--- config.mk ---
export PLATFORM = sky130hd
export DESIGN_NAME = fp_decoder
export DESIGN_NICKNAME = d
export VERILOG_FILES = /design/src/rtl/fp_decoder.sv
export SDC_FILE = /design/constraint.sdc
export NUM_CORES = 1
export LEC_CHECK = 0
export CORE_MARGIN = 2
export CORE_UTILIZATION = 57
export CTS_CLUSTER_DIAMETER = 100
export DETAILED_ROUTE_END_ITERATION = 6
export PLACE_DENSITY = 0.95
export SLEW_MARGIN = 20
export SYNTH_ARGS = -nofsm -noshare
export SYNTH_HDL_FRONTEND = slang
export SYNTH_SLANG_ARGS = --single-unit
--- constraint.sdc ---
create_clock -name clk -period 3.4 [get_ports clk]
set_input_delay 0.51 -clock clk [delete_from_list [all_inputs] [get_ports clk]]
set_output_delay 0.51 -clock clk [all_outputs]
set_load 0.005 [all_outputs]
--- src/rtl/fp_decoder.sv ---
// Serial decoder of a sign/3-bit-exponent/4-bit-significand word into a 12-bit two's complement value.
// Optional build macro FP_DECODER_MIDPOINT_EN selects midpoint reconstruction ((2F+1)<<(E-1) for E>=1).
module fp_decoder (
  input  logic        clk,
  input  logic        rst_n,
  input  logic        in_valid,
  output logic        in_ready,
  input  logic        in_s,
  input  logic [2:0]  in_e,
  input  logic [3:0]  in_f,
  output logic        out_valid,
  input  logic        out_ready,
  output logic [11:0] out_d
);

  localparam int DATA_W = 12;
  localparam int MAG_W  = 11;

  localparam logic [1:0] IDLE  = 2'd0;
  localparam logic [1:0] SHIFT = 2'd1;
  localparam logic [1:0] SIGN  = 2'd2;
  localparam logic [1:0] DONE  = 2'd3;

  logic [1:0]               state_q, state_d;
  logic                     sign_q, sign_d;
  logic [MAG_W-1:0]         mag_q, mag_d;
  logic [2:0]               cnt_q, cnt_d;
  logic signed [DATA_W-1:0] out_d_q, out_d_d;

  // Zero magnitude negates to zero, so a negative zero can never be produced.
  function automatic logic signed [DATA_W-1:0] apply_sign(input logic neg,
                                                          input logic [MAG_W-1:0] mag);
    logic signed [DATA_W-1:0] v;
    v = signed'({1'b0, mag});
    apply_sign = neg ? -v : v;
  endfunction

  assign in_ready  = (state_q == IDLE);
  assign out_valid = (state_q == DONE);
  assign out_d     = out_d_q;

  always_comb begin
    state_d = state_q;
    sign_d  = sign_q;
    mag_d   = mag_q;
    cnt_d   = cnt_q;
    out_d_d = out_d_q;
    case (state_q)
      IDLE: begin
        if (in_valid) begin
          sign_d  = in_s;
          state_d = SHIFT;
`ifdef FP_DECODER_MIDPOINT_EN
          // The implied half-LSB is appended as bit 0, costing one shift step.
          if (in_e != 3'd0) begin
            mag_d = {6'd0, in_f, 1'b1};
            cnt_d = in_e - 3'd1;
          end else begin
            mag_d = {7'd0, in_f};
            cnt_d = in_e;
          end
`else
          mag_d = {7'd0, in_f};
          cnt_d = in_e;
`endif
        end
      end
      SHIFT: begin
        if (cnt_q == 3'd0) begin
          state_d = SIGN;
        end else begin
          mag_d = {mag_q[MAG_W-2:0], 1'b0};
          cnt_d = cnt_q - 3'd1;
        end
      end
      SIGN: begin
        out_d_d = apply_sign(sign_q, mag_q);
        state_d = DONE;
      end
      DONE: begin
        if (out_ready) state_d = IDLE;
      end
      default: state_d = IDLE;
    endcase
  end

  always_ff @(posedge clk or negedge rst_n) begin
    if (!rst_n) begin
      state_q <= IDLE;
      sign_q  <= 1'b0;
      mag_q   <= '0;
      cnt_q   <= '0;
      out_d_q <= '0;
    end else begin
      state_q <= state_d;
      sign_q  <= sign_d;
      mag_q   <= mag_d;
      cnt_q   <= cnt_d;
      out_d_q <= out_d_d;
    end
  end

endmodule

==> summary.md <==
| Metric | Value |
|---|---|
| CTS clk-pin slew, worst paths | 100 ps |
| Root Driver | clkbuf_4 |
| Cell area after synthesis | about 0.0017 mm^2 |
| Fill cell total of the finished layout | 190 |
| Final wirelength | 3.60 mm |
| Power share of the clock group | 18.1% |
| Status | complete, no violations |
| Total grt overflow | 0 |
| HP Class | flop to flop |
| DR WL/cell | between 15 and 20 um |
| Max-slew violation count | 0 |
| Nets | 217 |
| Core Area | 0.00278 mm^2 |
| Synth cell types | 38 |
| Sequential power share | 30.8% |
| Switching power | 757 uW |
| Final Hold Fails | 0 |
| Num CTS Buffers | 5 |
| Critical Path Sink Type | flop |
| Worst VDD drop | between 0.7 and 0.8 mV |
| Synth area leaders | dfrtp_1 43%, mux2i_1 8.9%, ha_1 5.9%, mux2_2 4.6%, inv_1 4.2% |
| Post-synth EDFFs | 0 |
| Vias/cell | 5.94 |
| Synth cell count leaders | 29 x dfrtp_1, 19 x inv_1, 15 x mux2i_1 |
| Hold buffers post-CTS | 0 |
| Chip Width | 58.5 um |
| Synth warnings | 0 |
| Average size of a mapped cell | 9.91 um^2 |
| Drt pass-1 iters | 4 |
| Leakage power | around 0.00090 uW |
| Slew at the pin closest to its max-slew limit | 730 ps |
| Minimum clock period | 2390 ps |
| Final worst slack | 1010 ps |
| First-pass GRT wire length | 6.25 mm |
| Vias post-DR | 1,361 |
| Place WS | between 1000 and 1500 ps |
| Site Rows | 19 |
| Setup CP Type | flop to flop |
| Post-route ant nets | 0 |
| RSZ-0062 raised after global routing | false |
| Combinational power share | 51.1% |
| GPL Wtd Cong | 0.835 |
| Synthesis-to-finish area growth | 21.8% |
| Fin Clk Skew | approximately 7.8 ps |
| Syn nets | 191 |
| Register bit total from synthesis | 29 |
| Post-CTS Resized | 0 |
| # IOs | 26 |
| Crit path launch type | flop |
| H-Tree Depth | 2 |
| Full die area | 0.00343 mm^2 |
| Antenna cells | 0 |
| Clk sinks | 29 |
| Postcts setup bufs | 0 |
| Primary FF master, synth | dfrtp_1 |
| Largest net degree at the start of global routing | 30 |
| Gr usage total | between 20% and 30% |
| Synth area leader | dfrtp_1 |
| Power density cells | 959 mW/mm^2 |
| Clock Latency Late Sink | 340 ps |
| P_int | 1220 uW |
| Most common cell in the synthesized netlist | dfrtp_1 |
| I/O Buffers | 25 |
| Post-synth top area share | 42.8% |
| Final setup violation count | 0 |
| Max_slew headroom | 51.0% |
| Fmax | 418 MHz |
| # DRC | 0 |
| Seq/Total Area, Yosys | between 40% and 50% |
| Die Span Y | 58.5 um |
| CTS tree | built |
| Final period util | 70.3% |
| Longest Clk Path Bufs | 2 |
| Crit-path max FO | 17 |
| Required time of the critical path | 3660 ps |
| Post-Synthesis Cells | 171 |
| Initial drt markers | 52 |
| Vias in the first global route | 1,384 |
| Worst Path Arrival | 2650 ps |
| Estimated wirelength of the detail-placed design | about 2.6 mm |
| Setup_tns | 0 ps |
| Sw frac | 38.2% |
| Share of async-settable or async-resettable flops after synthesis | 100% |
| Starting Density | 61.0% |
| Max Cap Viol | 0 |
| Share of post-route cells with drive strength above 1 | 10.1% |
| Initial antenna violation count | 0 |
[kinds of logic after synthesis]
group           after synthesis  share of synthesized area [%]
compound gates               23                           9.82
xor+xnor                      1                          0.517
fa+ha+maj                     8                           5.90
buf+inv                      28                           6.79
flops                        29                           42.8
mux                          22                           13.5
simple gates                 60                           20.7
[power by group through the flow]
| stage | Clock [uW] | Sequential (uW) | Combinational [uW] |
|---|---|---|---|
| 3_5_place_dp | 0 | 618 | 1010 |
| 4_1_cts | 363 | 611 | 1020 |
| 2_1_floorplan | 0 | 565 | 726 |
| 6_report | 358 | 611 | 1010 |
| 3_3_place_gp | 0 | 605 | 949 |
| 5_1_grt | 371 | 635 | 1120 |
[sequential cells by signal, indices dropped and copies added (netlist names)]
| register | cells |
|---|---|
| cnt_q | 3 |
| out_d | 12 |
| sign_q | 1 |
| mag_q | 11 |
| state_q | 2 |
[metrics by stage]
stage               hold slack, ps  std cells  power [uW]  util [%]  instance area (um^2)
detailed placement             502        221        1630      70.6                  1960
global placement               480        221        1550      70.6                  1960
global route                   549        229        2130      74.3                  2070
floorplan                      214        171        1290         -                  1700
CTS                            529        229        1990      74.3                  2070
finish                         527        229        1980      74.3                  2070
[final timing paths]
kind / from / end / slack (ps) / cells after the start
max reg2reg: state_q[1] / mag_q[10] / 1010 / 6
min in group asynchronous: rst_n / out_d[7] / 540 / 2
max: state_q[1] / mag_q[10] / 1010 / 6
min: out_d[0] / out_d[0] / 530 / 1
max in group asynchronous: rst_n / state_q[0] / 2580 / 2
min reg2reg: out_d[0] / out_d[0] / 530 / 1
[worst max-delay path, stage by stage (launching register included)]
cell and delay [ps]:
dfrtp_1 420, inv_1 100, ha_1 550, nand2b_1 150
a21oi_1 550, buf_4 310, mux2i_1 230
[layer usage]
| layer | GRT usage, % | up-vias | part of all wire (%) |
|---|---|---|---|
| met5 | 0 | - | 0 |
| met4 | 8.97 | 0 | 1.6 |
| met1 | 30.0 | 649 | 41 |
| met2 | 41.3 | 47 | 52 |
| li1 | - | 659 | - |
| met3 | 6.59 | 6 | 5.7 |
[placed cells by master, fill, tap and decap left out, types with 3 or more instances in the layout]
cell type and instances:
a31oi_1 5, clkbuf_4 5, o21ai_0 3, mux2_2 7, dfrtp_1 29, ha_1 8, clkdlybuf4s50_1 25, or3_1 3
mux2i_1 15, a21oi_1 3, nor2b_1 8, and3b_1 3, nand3b_1 3, nor2_1 6, inv_1 19, nand2b_1 6
nand3_1 4, nand2_1 12, buf_4 3, nand4_1 4
[cell type report]
cell class,instances,area (um^2),area share [%]
Timing Repair Buffer,28,273,13.2
Inverter,19,71.3,3.45
Multi-Input combinational cell,114,855,41.4
Tap cell,31,38.8,1.88
Clock inverter,3,65.1,3.15
Clock buffer,5,37.5,1.82
Sequential cell,29,726,35.1
Note: power is estimated with default switching activity, not from simulation.
